`src/rtl/edp_fm_slice_12to17.sv`:
```
// Fast-memory (AC block) storage slice for EDP bits 12-17: 128 x {6 data, 1 odd parity}.
// A power-up scrub fills every word with good parity, then a one-deep write buffer feeds the RAM.
module edp_fm_slice_12to17 #(
    parameter int WORDS  = 128,
    parameter int DATA_W = 6
) (
    input  logic              clk_edp_12_h,
    input  logic              reset_l,
    input  logic              apr_fm_block_1_h,
    input  logic              apr_fm_block_2_h,
    input  logic              apr_fm_block_4_h,
    input  logic              apr_fm_adr_1_h,
    input  logic              apr_fm_adr_2_h,
    input  logic              apr_fm_adr_4_h,
    input  logic              apr_fm_adr_10_h,
    input  logic              con_fm_write_00to17_l,
    input  logic [DATA_W-1:0] ar_12to17_h,
    input  logic              diag_fm_par_force_h,
    input  logic              diag_clr_par_err_h,
    output logic [DATA_W-1:0] fm_12to17_h,
    output logic              fm_parity_12to17_h,
    output logic              fm_par_err_12to17_h,
    output logic              fm_init_busy_h
);

    typedef enum logic {
        ST_INIT = 1'b0,
        ST_RUN  = 1'b1
    } state_t;

    state_t          state;
    state_t          state_next;
    logic [6:0]      scrub_cnt;
    logic [6:0]      addr;

    // Each word is {data, stored parity}; parity in bit 0.
    logic [DATA_W:0] mem [0:WORDS-1];

    logic            wb_valid;
    logic [6:0]      wb_addr;
    logic [DATA_W:0] wb_word;

    logic            capture;
    logic [DATA_W:0] cap_word;
    logic            mem_we;
    logic [6:0]      mem_waddr;
    logic [DATA_W:0] mem_wdata;
    logic [DATA_W:0] rd_word;
    logic            rd_bad;

    assign addr = {apr_fm_block_4_h, apr_fm_block_2_h, apr_fm_block_1_h,
                   apr_fm_adr_10_h, apr_fm_adr_4_h, apr_fm_adr_2_h, apr_fm_adr_1_h};

    assign fm_init_busy_h = (state == ST_INIT);

    always_comb begin
        state_next = state;
        case (state)
            ST_INIT: if (scrub_cnt == 7'd127) state_next = ST_RUN;
            ST_RUN:  state_next = ST_RUN;
            default: state_next = ST_INIT;
        endcase
    end

    always_ff @(posedge clk_edp_12_h or negedge reset_l) begin
        if (!reset_l) begin
            state     <= ST_INIT;
            scrub_cnt <= 7'd0;
        end else begin
            state <= state_next;
            if (state == ST_INIT) scrub_cnt <= scrub_cnt + 7'd1;
        end
    end

    // Stored parity makes the 7-bit word odd; the diag force flips it to plant an error.
    assign capture  = (state == ST_RUN) && !con_fm_write_00to17_l;
    assign cap_word = {ar_12to17_h, (~^ar_12to17_h) ^ diag_fm_par_force_h};

    always_comb begin
        mem_we    = 1'b0;
        mem_waddr = wb_addr;
        mem_wdata = wb_word;
        if (state == ST_INIT) begin
            mem_we    = 1'b1;
            mem_waddr = scrub_cnt;
            mem_wdata = {{DATA_W{1'b0}}, 1'b1};
        end else if (wb_valid) begin
            mem_we = 1'b1;
        end
    end

    always_ff @(posedge clk_edp_12_h) begin
        if (mem_we) mem[mem_waddr] <= mem_wdata;
    end

    // The buffer still holds a write the RAM has not absorbed yet, so it overrides the array.
    assign rd_word = (wb_valid && (wb_addr == addr)) ? wb_word : mem[addr];
    assign rd_bad  = ~(^rd_word);

    always_ff @(posedge clk_edp_12_h or negedge reset_l) begin
        if (!reset_l) begin
            wb_valid            <= 1'b0;
            wb_addr             <= 7'd0;
            wb_word             <= '0;
            fm_12to17_h         <= '0;
            fm_parity_12to17_h  <= 1'b1;
            fm_par_err_12to17_h <= 1'b0;
        end else begin
            wb_valid <= capture;
            if (capture) begin
                wb_addr <= addr;
                wb_word <= cap_word;
            end
            if (state == ST_RUN) begin
                fm_12to17_h        <= rd_word[DATA_W:1];
                fm_parity_12to17_h <= rd_word[0];
            end else begin
                fm_12to17_h        <= '0;
                fm_parity_12to17_h <= 1'b1;
            end
            if ((state == ST_RUN) && rd_bad) fm_par_err_12to17_h <= 1'b1;
            else if (diag_clr_par_err_h)     fm_par_err_12to17_h <= 1'b0;
        end
    end

endmodule

```
`config.mk`:
```
export PLATFORM = sky130hd
export DESIGN_NAME = edp_fm_slice_12to17
export DESIGN_NICKNAME = d
export VERILOG_FILES = /design/src/rtl/edp_fm_slice_12to17.sv
export SDC_FILE = /design/constraint.sdc
export NUM_CORES = 1
export LEC_CHECK = 0
export CORE_MARGIN = 1
export CORE_UTILIZATION = 45
export DETAILED_ROUTE_END_ITERATION = 8
export GPL_ROUTABILITY_DRIVEN = 0
export PLACE_DENSITY = 0.64
export SYNTH_ARGS = -nofsm -noshare
export SYNTH_HDL_FRONTEND = slang
export SYNTH_SLANG_ARGS = --single-unit
```
`constraint.sdc`:
```
create_clock -name clk_edp_12_h -period 4.3 [get_ports clk_edp_12_h]
set_clock_uncertainty 0.1 [all_clocks]
set_input_delay 0.645 -clock clk_edp_12_h [delete_from_list [all_inputs] [get_ports clk_edp_12_h]]
set_output_delay 0.645 -clock clk_edp_12_h [all_outputs]
set_load 0.03 [all_outputs]
```
==> results of run 1 <==
## state kept, by name (all words and copies together) (netlist names)
signal	cells
fm_12to17_h	6
fm_par_err_12to17_h	1
fm_parity_12to17_h	1
mem	896
scrub_cnt	7
state	1
wb_addr	7
wb_valid	1
wb_word	7
## metrics by stage
| stage | worst slack (ns) | hold slack [ns] | cell area, µm² |
|---|---|---|---|
| finish | 0.3481 | 0.3109 | 41960 |
| global route | 0.3270 | 0.3406 | 41960 |
| CTS | 0.4710 | 0.2894 | 41960 |
| detailed placement | -0.2041 | 0.4059 | 39140 |
| global placement | -0.2286 | 0.3817 | 39140 |
| floorplan | 0.6909 | 0.2494 | 36790 |
## power groups by stage
stage	logic (W)	registers, W	clock network [W]
detailed placement	0.000559	0.00994	0
CTS	0.000561	0.00975	0.00770
global route	0.000587	0.00974	0.00801
floorplan	0.000364	0.00994	0
global placement	0.000559	0.00994	0
finish	0.000559	0.00975	0.00757
## cell usage in the layout, fill, tap and decap left out, types with 22 or more instances in the layout
cell,synthesis,final
a22oi_1,22,22
buf_4,16,136
clkbuf_1,29,26
clkbuf_16,0,94
dfrtp_1,30,30
edfxtp_1,896,896
mux2i_1,71,71
mux4_2,196,196
nand2_1,68,68
nand3_1,30,30
nor2_1,152,151
o22ai_1,22,22
## area by class of cell
class / count / area share (%)
clock buffers: 122 / 5.904
flip-flops and latches: 927 / 65.98
multi-input cells: 790 / 20.00
repair buffers: 182 / 4.029
inverters: 12 / 0.1074
clock inverters: 45 / 0.8171
well taps: 1060 / 3.161
## per-layer routing
layer	wire (µm)	track usage [%]
met1	36140	31.04
met2	42180	34.52
met3	7300	3.621
met4	2333	6.667
met5	0	0
## cells by family (layout without fill, tap and decap cells)
kind of cell    Yosys count  in the layout  synth area share, %
xor+xnor                 24             24               0.6089
fa+ha+maj                 1              1              0.03401
mux                     295            295                15.32
compound gates          149            149                2.946
simple gates            321            321                3.833
buf+inv                 113            361                2.000
flops                   927            927                75.26
## worst paths after layout
| path | startpoint | end | depth (start not counted) |
|---|---|---|---|
| worst max register to register | wb_addr[5] | fm_par_err_12to17_h | 11 |
| max in group asynchronous | reset_l | fm_parity_12to17_h | 2 |
| worst min register to register | scrub_cnt[2] | scrub_cnt[2] | 1 |
| worst min-delay path | reset_l | fm_12to17_h[2] | 2 |
| min in group clk_edp_12_h | scrub_cnt[2] | scrub_cnt[2] | 1 |
| worst max-delay path | apr_fm_block_2_h | fm_par_err_12to17_h | 12 |
==> run metrics, run 1 <==
critical path class input pin to flip-flop; port bufs 26; Fin. Hold Viols 0; Slew HR 9.576%; Die Area 82890 µm²; CP Cell Sequence clkdlybuf4s50_1 > buf_4 > clkinv_1 > nand2_1 > buf_4 > a21oi_1 > nor4_1 > a211oi_1 > xor2_1 > xnor3_1 > xnor2_1 > a22o_1; Post-Syn Area 36780 µm²; die width 287.9 µm; multi-input combinational cell area 8393 µm²; Clock power frac 42.3%; Synth Instances 1830; fin cells 3138; Synth area leaders edfxtp_1 (73%), mux4_2 (12%), dfrtp_1 (2.0%), mux2i_1 (1.9%), nor2_1 (1.6%); sequential power share 54.5%; CP Launch Type input pin; Netlist cell types 67; setup violators final 0; Power Internal 0.01427 W; warnings from Yosys 0; leak pwr 11.68 nW; share of post-route cells with drive strength above 1 24.64%; Tcrit/Tclk final 91.90%; vias after detailed routing 18.81k; clk_lat worst skew 0.65 ns; Buf/Inv on CP 4; count leader, synth edfxtp_1; Synth area leader edfxtp_1; initial antenna violation count 1; antenna cells 0; slowest stage cell, crit path nor4_1; CTS Root Cell clkbuf_16; clk sinks 927; number of setup buffers added after CTS 0; htree depth 3; CP arrival 4.38 ns; Initial Utilization 45.59%; Worst R2R Setup Slack 0.54 ns; synthesized flop and latch total 927; Max IR drop VDD 0.2905 mV; drt drc 0; family with the most delay on the worst path buffers and inverters; fin util 52.01%; gr usage total 21.77%; clock slew at reported path FFs 0.06 ns; Syn Nets 1849; I/O Pins 27; CTS tree yes; cell repeated most along the worst path buf_4; Die Ht 287.9 µm; First-pass DRT Iterations 7; total CTS buffers 92; Final Max Tran Viols 0; Worst setup EP type flip-flop; Syn Area/Cell 20.10 µm²; first-pass GRT wire length 130400 µm; Final min period 3.952 ns; Hold/Removal Path Class input pin to asynchronous set/reset pin; Power per Cell Area 426.1 nW/µm²; # resized after CTS 0; final wirelength 87950 µm; area growth from synthesis to layout 14.06%; drt first-iter violations 2230; switching share of power 20.20%; drt wl/cell 28.03 µm; nets 2024; Post-synth ARST share 3.344%; Detail Route Antenna Nets 0; Longest Clk Path Bufs 3; register area share after synthesis 75.26%; Slew @ Worst Pin 1.322 ns; unrepaired setup endpoints after global routing no; number of flops mapped to enable cells by yosys 896; max_cap viols 0; Max stage delay on crit path 0.68 ns; filler cell count 6327; cell count after placement 2971; Sequential Area 27680 µm²; core footprint 80680 µm²; vias in the first global route 19.22k; top cell type's share of synthesized area 73.15%; Logic pwr share 3.1%; largest net degree at the start of global routing 81; fmax 253.0 MHz; dpl hpwl 58000 µm; P_sw 0.003612 W; drt via density 5.995; Crit Path Max Fanout 10; prevailing post-synth register cell edfxtp_1; Crit path required time 4.73 ns; status finished, final reports clean; total grt overflow 0; power consumption 0.01788 W; TNS Setup 0 ns; hold buffers post-CTS 0; row count 104; Commonest cells post-synth edfxtp_1 (896), mux4_2 (196), nor2_1 (152)
Note: power is estimated with default switching activity, not from simulation.
==> inputs of run 2 (changes only) <==
--- a/config.mk
+++ b/config.mk
@@ -10,6 +10,7 @@
 export DETAILED_ROUTE_END_ITERATION = 8
 export GPL_ROUTABILITY_DRIVEN = 0
 export PLACE_DENSITY = 0.64
+export SLEW_MARGIN = 5
 export SYNTH_ARGS = -nofsm -noshare
 export SYNTH_HDL_FRONTEND = slang
 export SYNTH_SLANG_ARGS = --single-unit
==> results of run 2 <==
Same layout as run 1: the final DEF is identical, and so are final timing and power.
